**src/rtl/conv_pkg.sv**
```systemverilog
// Shared types and constants for the convolution front-end padding stage.
package conv_pkg;

  // Region of the padded raster that the next output beat falls in.
  typedef enum logic [2:0] {
    TOP   = 3'd0,
    LEFT  = 3'd1,
    BODY  = 3'd2,
    RIGHT = 3'd3,
    BOT   = 3'd4
  } pad_state_t;

  // Default sample width and channel count of one pixel.
  localparam int PIX_W_DEF = 8;
  localparam int CH_DEF    = 3;

  // Widest border the stage supports.
  localparam int PAD_MAX   = 7;

  // Bit offset of channel c inside a packed pixel.
  function automatic int chan_lsb(input int c, input int pix_w);
    return c * pix_w;
  endfunction

endpackage

```
**src/rtl/pad_out_reg.sv**
```systemverilog
// One-entry valid/ready output register carrying a padded beat and its markers.
module pad_out_reg
  import conv_pkg::*;
#(
  parameter int DW = CH_DEF * PIX_W_DEF
) (
  input  logic          i_clk,
  input  logic          i_reset,
  input  logic          i_ld,
  input  logic [DW-1:0] i_data,
  input  logic          i_eol,
  input  logic          i_eof,
  input  logic          i_ready,
  output logic          o_valid,
  output logic [DW-1:0] o_data,
  output logic          o_eol,
  output logic          o_eof,
  output logic          o_free
);

  logic          r_valid;
  logic [DW-1:0] r_data;
  logic          r_eol;
  logic          r_eof;

  // The slot can take a new beat when empty or when its beat leaves this cycle.
  assign o_free = !r_valid || i_ready;

  // Load a new beat, or drop the current one once the consumer has taken it.
  always_ff @(posedge i_clk or posedge i_reset) begin
    if (i_reset) begin
      r_valid <= 1'b0;
      r_data  <= '0;
      r_eol   <= 1'b0;
      r_eof   <= 1'b0;
    end else if (i_ld) begin
      r_valid <= 1'b1;
      r_data  <= i_data;
      r_eol   <= i_eol;
      r_eof   <= i_eof;
    end else if (i_ready) begin
      r_valid <= 1'b0;
    end
  end

  assign o_valid = r_valid;
  assign o_data  = r_data;
  assign o_eol   = r_eol;
  assign o_eof   = r_eof;

endmodule

```
**src/rtl/conv_pad_stream.sv**
```systemverilog
// Zero-padding stage: wraps an unpadded raster stream in PAD border rows/columns.
module conv_pad_stream
  import conv_pkg::*;
#(
  parameter int                CH      = CH_DEF,
  parameter int                PIX_W   = PIX_W_DEF,
  parameter int                IMG_W   = 416,
  parameter int                IMG_H   = 416,
  parameter int                PAD     = 1,
  parameter logic [PIX_W-1:0]  PAD_VAL = '0
) (
  input  logic                i_clk,
  input  logic                i_reset,
  input  logic                i_s_valid,
  output logic                o_s_ready,
  input  logic [CH*PIX_W-1:0] i_s_data,
  input  logic                i_s_eol,
  output logic                o_m_valid,
  input  logic                i_m_ready,
  output logic [CH*PIX_W-1:0] o_m_data,
  output logic                o_m_eol,
  output logic                o_m_eof,
  output logic                o_frame_done,
  output logic                o_err
);

  localparam int DW = CH * PIX_W;
  localparam int OW = IMG_W + 2 * PAD;
  localparam int OH = IMG_H + 2 * PAD;
  localparam int CW = (OW > 1) ? $clog2(OW) : 1;
  localparam int RW = (OH > 1) ? $clog2(OH) : 1;
  localparam pad_state_t ST_RESET = (PAD > 0) ? TOP : BODY;

  // Region of the padded raster at (row, col); rows take priority over columns.
  function automatic pad_state_t classify(input int row, input int col);
    if (row < PAD)                 return TOP;
    else if (row >= PAD + IMG_H)   return BOT;
    else if (col < PAD)            return LEFT;
    else if (col >= PAD + IMG_W)   return RIGHT;
    else                           return BODY;
  endfunction

  logic [CW-1:0] r_col, w_col_next;
  logic [RW-1:0] r_row, w_row_next;
  pad_state_t    r_state, w_state_next;
  logic          r_frame_done;
  logic          r_err;

  logic          w_free;
  logic          w_border;
  logic          w_ld;
  logic          w_col_last;
  logic          w_row_last;
  logic          w_img_col_last;
  logic [DW-1:0] w_pad_pix;
  logic [DW-1:0] w_ld_data;

  // Border pixel: every channel carries PAD_VAL.
  generate
    for (genvar gi = 0; gi < CH; gi++) begin : g_pad_pix
      assign w_pad_pix[chan_lsb(gi, PIX_W) +: PIX_W] = PAD_VAL;
    end
  endgenerate

  assign w_col_last     = (int'(r_col) == OW - 1);
  assign w_row_last     = (int'(r_row) == OH - 1);
  assign w_img_col_last = (int'(r_col) == PAD + IMG_W - 1);

  // State register: position counters and region follow each output load.
  always_ff @(posedge i_clk or posedge i_reset) begin
    if (i_reset) begin
      r_col   <= '0;
      r_row   <= '0;
      r_state <= ST_RESET;
    end else begin
      r_col   <= w_col_next;
      r_row   <= w_row_next;
      r_state <= w_state_next;
    end
  end

  // Next-state: step the raster position on a load and reclassify it; wrap after the last beat.
  always_comb begin
    w_col_next   = r_col;
    w_row_next   = r_row;
    w_state_next = r_state;
    if (w_ld) begin
      if (w_col_last) begin
        w_col_next = '0;
        w_row_next = w_row_last ? '0 : r_row + 1'b1;
      end else begin
        w_col_next = r_col + 1'b1;
      end
      w_state_next = classify(int'(w_row_next), int'(w_col_next));
    end
  end

  // Outputs of the FSM: input only requested in the image region, border beats self-generated.
  always_comb begin
    w_border  = (r_state != BODY);
    o_s_ready = (r_state == BODY) && w_free;
    w_ld      = w_free && (w_border || i_s_valid);
    w_ld_data = w_border ? w_pad_pix : i_s_data;
  end

  pad_out_reg #(
    .DW(DW)
  ) u_out_reg (
    .i_clk   (i_clk),
    .i_reset (i_reset),
    .i_ld    (w_ld),
    .i_data  (w_ld_data),
    .i_eol   (w_col_last),
    .i_eof   (w_col_last && w_row_last),
    .i_ready (i_m_ready),
    .o_valid (o_m_valid),
    .o_data  (o_m_data),
    .o_eol   (o_m_eol),
    .o_eof   (o_m_eof),
    .o_free  (w_free)
  );

  // Frame-done pulse follows the transfer of the last padded beat; err latches any bad row end.
  always_ff @(posedge i_clk or posedge i_reset) begin
    if (i_reset) begin
      r_frame_done <= 1'b0;
      r_err        <= 1'b0;
    end else begin
      r_frame_done <= o_m_valid && i_m_ready && o_m_eof;
      if (i_s_valid && o_s_ready && (i_s_eol != w_img_col_last))
        r_err <= 1'b1;
    end
  end

  assign o_frame_done = r_frame_done;
  assign o_err        = r_err;

endmodule

```
**config.mk**
```make
export PLATFORM = sky130hd
export DESIGN_NAME = conv_pad_stream
export DESIGN_NICKNAME = d
export VERILOG_FILES = /design/src/rtl/conv_pkg.sv /design/src/rtl/pad_out_reg.sv /design/src/rtl/conv_pad_stream.sv
export SDC_FILE = /design/constraint.sdc
export NUM_CORES = 1
export LEC_CHECK = 0
export BUFFER_PORTS_ARGS = -buffer_cell sky130_fd_sc_hd__buf_2
export CAP_MARGIN = 20
export CORE_MARGIN = 5
export CORE_UTILIZATION = 48
export CTS_CLUSTER_SIZE = 24
export DETAILED_ROUTE_END_ITERATION = 10
export HOLD_SLACK_MARGIN = 0.12
export PLACE_DENSITY = 0.75
export SLEW_MARGIN = 20
export SYNTH_ARGS = -nofsm -noshare
export SYNTH_HDL_FRONTEND = slang
export SYNTH_SLANG_ARGS = --single-unit
export TNS_END_PERCENT = 10
```
**constraint.sdc**
```tcl
create_clock -name i_clk -period 2.09 [get_ports i_clk]
set_input_delay 0.209 -clock i_clk [delete_from_list [all_inputs] [get_ports i_clk]]
set_output_delay 0.209 -clock i_clk [all_outputs]
set_load 0.05 [all_outputs]
```
; Word level (Yosys, flattened, before mapping)
; Index checks and enable logic that the tools add are counted.
[totals]
input_bits = 29
word_cells = 44
ramBits = 0
mem_count = 0
regBits = 50
out_inout_bits = 30
latchBits = 0
rom_bits = 0
[op_classes]
n_lt_le_gt_ge = 4
n_eq_ne = 6
n_reduce_logical = 11
multipliers = 0
add_sub_neg = 2
shift = 0
n_bitwise = 0
n_mux = 12
div = 0
[op_table]
columns = cell, count
row1 = $mux W9, 5
row2 = $eq A9 B8 Y1 const B, 3
row3 = $mux W24, 1
row4 = $add A9 B1 Y9 const B, 2
row5 = $ge A9 B9 Y1 const B, 2
row6 = $lt A9 B1 Y1 const B, 2
row7 = $logic_and A1 B1 Y1, 7
row8 = $mux W3, 2
row9 = $eq A3 B2 Y1 const B, 1
row10 = $mux W1, 3
row11 = $ne A3 B2 Y1 const B, 1
row12 = $logic_or A1 B1 Y1, 2
row13 = $mux W2, 1
row14 = $reduce_bool A2 Y1, 1
row15 = $logic_not A1 Y1, 1
row16 = $ne A1 B1 Y1, 1

; Depth between registers and ports, before layout
; Gate-level depths: netlist (run 1).
[logic_depth]
word_depth = 9
ltp_mapped = 9
depth_no_buf = 8

; By module
; Synthesis (run 1) repeated with hierarchy kept, for this count alone.
[hier_totals]
hier_cells = 264
area_unflattened_um2 = 2881.5
[modules_own_cells]
columns = module, cells_per_inst, n_inst, seq_area_each_um2, area_per_inst_um2
row1 = conv_pad_stream, 205, 1, 575.6, 1774.2
row2 = pad_out_reg, 59, 1, 675.6, 1107.3

; Least setup slack after synthesis (run 1)
; No wires, ideal clock.
[synth_timing]
path_type = register to register
startpoint = register r_state[0]
endpoint = register u_out_reg.r_data[0] (netlist: u_out_reg.o_data[0])
setup_time_ps = 67
path_stages_with_launch = 7
slack_ps = -360
arrival_time_ps = 2383
path_buffers = 2
required_time_ps = 2023
period_less_slack_ps = 2450
cell_sequence = dfrtp_1 > or3b_2 > nor2_1 > and2_1 > clkbuf_1 > clkbuf_1 > a22o_1
[synth_between]
elab_chain_len = 3
word_cells_on_any_way = 4
cone_classes = eq/ne: 1 / mux: 1 / reduce/logical: 2
[synth_rtl]
columns = element, line
row1 = "start, declared", conv_pad_stream.sv:45  ; pad_state_t r_state, w_state_next;
row2 = "start signal, assigned", conv_pad_stream.sv:78  ; r_state <= w_state_next;
row3 = $ne A3 B2 Y1 *, conv_pad_stream.sv:100  ; w_border = (r_state != BODY);
row4 = $logic_or A1 B1 Y1, conv_pad_stream.sv:102  ; w_ld = w_free && (w_border || i_s_valid);
row5 = $logic_and A1 B1 Y1, conv_pad_stream.sv:102
row6 = "end signal, assigned", pad_out_reg.sv:38  ; r_data <= i_data;
row7 = "end, declared", pad_out_reg.sv:22  ; logic [DW-1:0] r_data;
; Every way passes the cells marked *; elsewhere a longest branch is shown, timed or not.
; A chain may end at the register's enable or synchronous reset.

; Final worst setup path (run 1)
[layout_timing]
startpoint = register r_row[2]
endpoint = register r_state[2]
[layout_between]
elab_chain_len = 7
word_cells_on_any_way = 9
cone_classes = add/sub: 1 / order compare: 2 / eq/ne: 1 / mux: 5
[layout_rtl]
columns = element, line
row1 = "start, declared", conv_pad_stream.sv:44  ; logic [RW-1:0] r_row, w_row_next;
row2 = "start signal, assigned", conv_pad_stream.sv:77  ; r_row <= w_row_next;
row3 = $add A9 B1 Y9 or $eq A9 B8 Y1 (tied branches), "conv_pad_stream.sv:90, conv_pad_stream.sv:66"
row4 = $mux W9, conv_pad_stream.sv:90  ; w_row_next = w_row_last ? '0 : r_row + 1'b1;
row5 = $mux W9 *, conv_pad_stream.sv:88  ; if (w_col_last) begin
row6 = $mux W9 *, conv_pad_stream.sv:87  ; if (w_ld) begin
row7 = $ge A9 B9 Y1, conv_pad_stream.sv:37  ; else if (row >= PAD + IMG_H) return BOT;
row8 = $mux W3, conv_pad_stream.sv:37
row9 = $mux W3 *, conv_pad_stream.sv:36  ; if (row < PAD) return TOP;
; Every way passes the cells marked *; elsewhere a longest branch is shown, timed or not. The select of a mux whose other input is x is not followed.

==> results.py, run 1 <==
metrics = {
    "setup_path": {
        "r2r_cells": 6,
        "arrival_ns": 2.45,
        "r2r-start": "r_row[2]$_DFFE_PP0P_",
        "required_ns": 2.26,
        "endpoint_kind": "flop",
        "crit_path_start": "r_row[2]$_DFFE_PP0P_",
        "critPathLaunchType": "flop",
        "crit_type": "reg -> reg",
        "path_max_fanout": 3,
    },
    "global_routing": {
        "grt_pass1_wl_um": 9960,
        "antenna_found_initial": 0,
        "track_usage": 0.187,
        "grt-ovfl-total": 0,
        "grt_pass1_vias": 2209,
        "grt_max_degree": 39,
    },
    "timing": {
        "rsz0062_at_grt": "yes",
        "setup_viol": 3,
        "worst_pin_slew_ns": 0.749,
        "slew_viol_final": 0,
        "slew_headroom": 0.500,
        "fin_ws_ns": -0.185,
        "holdWs_ns": 0.131,
        "clock-skew-final_ns": 0.00632,
        "hold_violations": 0,
        "fin_crit_sh": 1.09,
        "fin_crit_ns": 2.27,
        "fmax_mhz": 440,
    },
    "synthesis": {
        "netlist_area_um2": 2510,
        "yosysSeqAreaShare": 0.498,
        "synth.top_cell.area_share": 0.498,
        "ys_types": 51,
        "synth_ff_type": "dfrtp_1",
        "synth_edf_count": 0,
        "synth_warnings": 0,
        "synth_area_per_cell_um2": 10.1,
        "synth_cells": 248,
        "async_flop_share": 1.00,
        "syn_nets": 282,
        "synth_seq_cells": 50,
        "synth.area.top_cells": "dfrtp_1 (50%), a22o_1 (8.4%), o21ai_0 (3.6%), nand2_1 (3.4%), ha_1 (2.5%)",
        "synth_top_cell_by_area": "dfrtp_1",
    },
    "detailed_routing": {
        "firstDrtPassIters": 4,
        "vias": 2258,
        "postRouteAntennaNets": 0,
        "wire_per_inst_um": 14.2,
        "drt_iter0_markers": 146,
        "drc": 0,
        "drt_wl_total_um": 5750,
        "via_per_inst": 5.56,
    },
    "min_path": {
        "worstHoldStart": "i_s_data[19]",
        "hp-class": "in -> reg",
        "whs_path_depth": 2,
    },
    "floorplan": {
        "die_x_um": 82.3,
        "dieArea_um2": 6780,
        "core_um2": 5110,
        "dieHeight_um": 82.3,
        "num_rows": 26,
        "ioPinCount": 59,
        "start_util": 0.492,
    },
    "placement": {
        "dp.final_hpwl_um": 4290,
        "portBuffers": 58,
        "gp_congestion": 0.892,
    },
    "clock_tree": {
        "clk_path_buf_depth": 2,
        "cts_tree": "built",
        "insertion_delay_ns": 0.29,
        "cts.sinks": 50,
        "clk_pin_slew_worst_paths_ns": 0.09,
        "htreeDepth": 2,
        "cts_made_buffers": 5,
        "cts_root_buf": "clkbuf_8",
    },
    "pwr": {
        "leakage_nw": 1.58,
        "ir_drop_v": 0.00102,
        "pwr_density_cell_nw_per_um2": 1130,
        "finalPower_mw": 3.68,
    },
    "final_layout": {
        "antennaDiodeCount": 0,
        "drive_above_1_share": 0.351,
        "fin_nets": 370,
        "area_growth_pct": 29.2,
    },
    "run": {
        "drv_cap": 0,
    },
    "run_status": {
        "status": "finished, violations left",
        "violations": "setup timing",
    },
}
-- worst max-delay path, stage by stage, from the launching register on --
cell and delay, ns:
dfrtp_1 0.38, or4b_4 0.54, or2_4 0.24, a311o_1 0.32, a211oi_2 0.28, a211oi_2 0.10
mux2_1 0.30
-- final cells by class --
cell class	count	area [µm²]
fill	425	1860
timing repair buffer	97	588
clock inverter	1	7.51
tap	70	87.6
multi-input combinational	173	1200
clock buffer	6	72.6
sequential	50	1250
inverter	9	33.8
-- cells in the final DEF, fill, tap and decap left out, drive strengths merged, types with 2 or more instances in the layout --
master and instances:
mux2 2, xnor2 6, nor2 15, and2 4
and4 2, a21o 2, nand3 6, o21ai 18
nor3 3, o2111ai 2, nand2 23, nand2b 4
a31oi 3, nand4 6, a21oi 7, buf 95
or3 3, a211oi 3, o31ai 6, nor2b 2
inv 9, and3 6, clkbuf 6, dlygate4sd3 2
a22o 24, dfrtp 50, ha 5, o41ai 2
nor4 2, and4bb 2
-- worst paths after layout --
check | end | slack, ns
max in group asynchronous | u_out_reg.o_data[22]$_DFFE_PP0P_ | 0.90
hold reg to reg | o_err$_DFFE_PP0P_ | 0.46
min in group asynchronous | u_out_reg.o_data[9]$_DFFE_PP0P_ | 0.60
setup / recovery | r_state[2]$_DFFE_PP0P_ | -0.18
setup reg to reg | r_state[2]$_DFFE_PP0P_ | -0.18
hold / removal | u_out_reg.o_data[19]$_DFFE_PP0P_ | 0.13
-- logic make-up (layout without fill, tap and decap cells) --
| group | after synthesis | after routing | synth area share |
|---|---|---|---|
| DFF | 50 | 50 | 0.498 |
| adders and majority gates | 5 | 5 | 0.0249 |
| muxes | 2 | 2 | 0.00896 |
| buffers and inverters | 25 | 113 | 0.0423 |
| AOI/OAI and AO/OA | 76 | 76 | 0.223 |
| and+or+nand+nor | 83 | 83 | 0.179 |
| xor gates and xnor gates | 7 | 7 | 0.0244 |
-- power breakdown --
group	leakage, nW	total [mW]	switching [mW]	internal [mW]
Sequential	0.652	1.36	0.142	1.22
Combinational	0.887	1.81	1.22	0.589
Clock	0.0373	0.517	0.287	0.230
-- repair_timing --
action,in CTS,in global routing
buffers inserted,0,1
hold buffers,1,1
pin swaps,0,3
setup endpoints to repair,3,3
endpoints found under the hold margin,36,1
gates resized for setup,1,6
-- cells in the mapped netlist, types with 4 or more instances --
cell      count
a21oi_1       7
a22o_1       24
and2_1        4
and3_1        5
clkbuf_1     13
dfrtp_1      50
ha_1          5
inv_1         9
nand2_1      23
nand2b_1      4
nand3_1       6
nand4_1       6
nor2_1       15
o21ai_0      18
o31ai_1       6
xnor2_1       6
-- registers in the layout (all words and copies together) (netlist names) --
signal	cells
u_out_reg.o_data	24
r_col	9
r_row	9
r_state	3
o_err	1
o_frame_done	1
u_out_reg.o_eof	1
u_out_reg.o_eol	1
u_out_reg.o_valid	1
-- through the flow --
step | setup TNS (ns) | worst slack (ns) | area (µm²) | std cells | util
6_report | -0.490 | -0.185 | 3250 | 406 | 0.635
5_1_grt | -0.644 | -0.231 | 3250 | 406 | 0.635
3_3_place_gp | -0.308 | -0.109 | 3110 | 396 | 0.608
3_5_place_dp | -0.488 | -0.177 | 3110 | 396 | 0.608
2_1_floorplan | -0.469 | -0.167 | 2520 | 248 | -
4_1_cts | -0.462 | -0.165 | 3200 | 404 | 0.627
-- routing by layer --
metal | global-route usage | up-vias | part of all wire
met2 | 0.314 | 86 | 0.49
li1 | - | 1092 | -
met5 | 0 | - | 0
met4 | 0.0415 | 0 | 0.0052
met3 | 0.0401 | 5 | 0.066
met1 | 0.248 | 1075 | 0.44
Note: power is estimated with default switching activity, not from simulation.
==> inputs of run 2 (changes only) <==
- CORE_UTILIZATION: 48 -> 55
- PLACE_DENSITY: 0.75 -> 0.8
- SYNTH_HIERARCHICAL: unset -> 1
- clock period: 2.09 -> 2.38 ns (I/O delays scaled with it)
==> run 2 against run 1 <==
Effect of this change: the run now ends clean; fmax barely moved; non-clock buffer count fell by 30; sequential share of layout area fell by 1.3 points; combinational power rose by 17%; flip-flop and latch count did not move; worst hold slack improved by 0.041 ns; utilization rose by 2.3 points; clock-buffer cell count fell by 1; cell area rose by 3.7%; sequential power barely moved; synthesized area rose by 15%; largest power group unchanged; highest routed layer unchanged.
==> results.py, run 2 <==
metrics = {
    "synthesis": {
        "synth.area.top_cells": "dfrtp_1 (43%), mux2_4 (9.9%), and2_1 (6.1%), mux2_2 (3.1%), xnor2_1 (2.7%)",
        "netlist_area_um2": 2880,
        "synth_seq_cells": 50,
        "syn_nets": 298,
        "synth_cells": 264,
        "synth_most_common_cell": "dfrtp_1",
        "synth_ff_type": "dfrtp_1",
        "async_flop_share": 1.00,
        "synth.top_cell.area_share": 0.434,
        "yosysSeqAreaShare": 0.434,
        "synth_area_per_cell_um2": 10.9,
        "synth_warnings": 6,
        "synth_edf_count": 0,
        "netlist_top_cells_count": "dfrtp_1 (50), and2_1 (28), mux2_4 (19)",
        "synth_top_cell_by_area": "dfrtp_1",
        "ys_types": 52,
    },
    "clock_tree": {
        "clk_pin_slew_worst_paths_ns": 0.10,
        "insertion_delay_ns": 0.31,
        "cts_root_buf": "clkbuf_8",
        "cts_made_buffers": 5,
        "htreeDepth": 2,
        "cts.sinks": 50,
        "clk_path_buf_depth": 2,
        "cts_tree": "built",
    },
    "timing": {
        "fmax_mhz": 439,
        "worst_pin_slew_ns": 0.900,
        "rsz0062_at_grt": "no",
        "fin_crit_ns": 2.28,
        "clock-skew-final_ns": 0.00257,
        "slew_headroom": 0.399,
        "slew_viol_final": 0,
        "fin_crit_sh": 0.957,
        "setup_viol": 0,
        "hold_violations": 0,
        "fin_tns_setup_ns": 0,
    },
    "placement": {
        "portBuffers": 58,
        "placed_cell_area_um2": 3230,
        "dp.final_hpwl_um": 4580,
        "gp_congestion": 0.862,
    },
    "setup_path": {
        "endpoint_kind": "flop",
        "reg2reg_slack_ns": 0.10,
        "slowest_stage": "dfrtp_2",
        "slowest_delay_ns": 0.45,
        "r2r-end": "r_state[0]$_DFFE_PP0P_",
        "critPathLaunchType": "flop",
        "required_ns": 2.59,
        "r2r_cells": 9,
        "crit_type": "reg -> reg",
        "path_max_fanout": 11,
        "worstPathCellList": "inv_1, ha_1, and4bb_1, nand2_4, buf_4, mux2i_1, a221oi_2, nor4_2, o41ai_2",
        "r2r-start": "r_col[1]$_DFFE_PP0P_",
        "arrival_ns": 2.48,
    },
    "pwr": {
        "ir_drop_v": 0.000729,
        "leakage_nw": 1.65,
        "finalPower_mw": 4.12,
        "pwr_density_cell_nw_per_um2": 1230,
    },
    "global_routing": {
        "grt_max_degree": 26,
        "grt_pass1_vias": 2110,
        "grt_pass1_wl_um": 9840,
        "antenna_found_initial": 0,
        "track_usage": 0.187,
        "grt-ovfl-total": 0,
    },
    "min_path": {
        "whs_path_depth": 2,
        "hp-class": "in -> reg",
        "holdPathEnd": "o_frame_done$_DFF_PP0_",
        "worstHoldStart": "i_m_ready",
    },
    "floorplan": {
        "num_rows": 26,
        "dieHeight_um": 82.4,
        "die_x_um": 82.4,
        "dieArea_um2": 6790,
        "start_util": 0.564,
        "ioPinCount": 59,
        "core_um2": 5110,
    },
    "detailed_routing": {
        "via_per_inst": 5.61,
        "drt_wl_total_um": 6180,
        "postRouteAntennaNets": 0,
        "drc": 0,
        "vias": 2229,
        "firstDrtPassIters": 4,
        "drt_iter0_markers": 168,
        "wire_per_inst_um": 15.6,
    },
    "final_layout": {
        "layout_commonest_cell": "buf_2",
        "stdcell_area_um2": 3360,
        "layout_common_cells": "buf_2 (58), dfrtp_1 (49), and2_1 (28)",
        "drive_above_1_share": 0.358,
        "largest_register_ffs": 24,
        "area_growth_pct": 16.8,
        "antennaDiodeCount": 0,
        "fin_nets": 360,
    },
    "run_status": {
        "status": "completed",
    },
    "run": {
        "drv_cap": 0,
    },
}
[run 2: cell count changes after synthesis, moves of 7 or more]
cell and delta:
and2_1 +24, mux2_2 +7, mux2_4 +19, a22o_1 -24, clkbuf_1 -10
[run 2: worst max-delay path, delay by kind of cell (launching register included)]
family                     cells  cell delay (ns)
AOI/OAI and AO/OA              2             0.70
and+or+nand+nor                3             0.43
DFF                            1             0.45
buffers and inverters          2             0.30
adders and majority gates      1             0.14
muxes                          1             0.15
[run 2: how the worst max path moves through the flow]
stage,from,endpoint,slack (ns)
detailed placement,r_col[1]$_DFFE_PP0P_,r_state[0]$_DFFE_PP0P_,0.1
finish,r_col[1]$_DFFE_PP0P_,r_state[0]$_DFFE_PP0P_,0.10
floorplan,r_state[0]$_DFFE_PP0P_,u_out_reg/o_data[15]$_DFFE_PP0P_,0.37
global route,r_row[1]$_DFFE_PP0P_,r_state[0]$_DFFE_PP0P_,0.002
CTS,r_col[1]$_DFFE_PP0P_,r_state[0]$_DFFE_PP0P_,0.07
global placement,r_col[1]$_DFFE_PP0P_,r_state[0]$_DFFE_PP0P_,0.23
[run 2: what timing repair did]
item,CTS,global route
hold buffers,1,0
resized for setup,0,4
setup buffers,0,0
hold endpoints to repair,27,0
setup endpoints to repair,0,3
[run 2: cells by family after synthesis]
kind of cell,synth area share
AOI/OAI and AO/OA,0.115
buffers and inverters,0.0512
xor gates and xnor gates,0.0365
and+or+nand+nor,0.208
muxes,0.134
adders and majority gates,0.0217
DFF,0.434
[run 2: area by class of cell]
class | count | area, µm²
inverters | 10 | 40.0
flip-flops and latches | 50 | 1250
clock buffers | 5 | 68.8
clock inverters | 3 | 48.8
fillers | 400 | 1740
well taps | 70 | 87.6
repair buffers | 67 | 373
multi-input cells | 192 | 1490
[run 2: report_power, final]
part	total [mW]	switching [mW]	internal, mW	leakage, nW
logic	2.11	1.36	0.753	0.940
clock network	0.632	0.312	0.321	0.0563
registers	1.38	0.240	1.14	0.652
[run 2: metrics by stage]
| step | hold slack (ns) | setup slack [ns] | std cells | util |
|---|---|---|---|---|
| 2_1_floorplan | 0.240 | 0.373 | 264 | - |
| 3_3_place_gp | 0.123 | 0.229 | 388 | 0.632 |
| 3_5_place_dp | 0.128 | 0.0994 | 388 | 0.632 |
| 4_1_cts | 0.168 | 0.0731 | 397 | 0.657 |
| 5_1_grt | 0.170 | 0.00154 | 397 | 0.659 |
| 6_report | 0.172 | 0.103 | 397 | 0.659 |
[run 2: metal layers]
metal / wire length, µm / vias to the layer above / track usage
li1: - / 1067 / -
met1: 2680 / 1084 / 0.249
met2: 3080 / 69 / 0.300
met3: 294 / 9 / 0.0380
met4: 122 / 0 / 0.0714
met5: 0 / - / 0
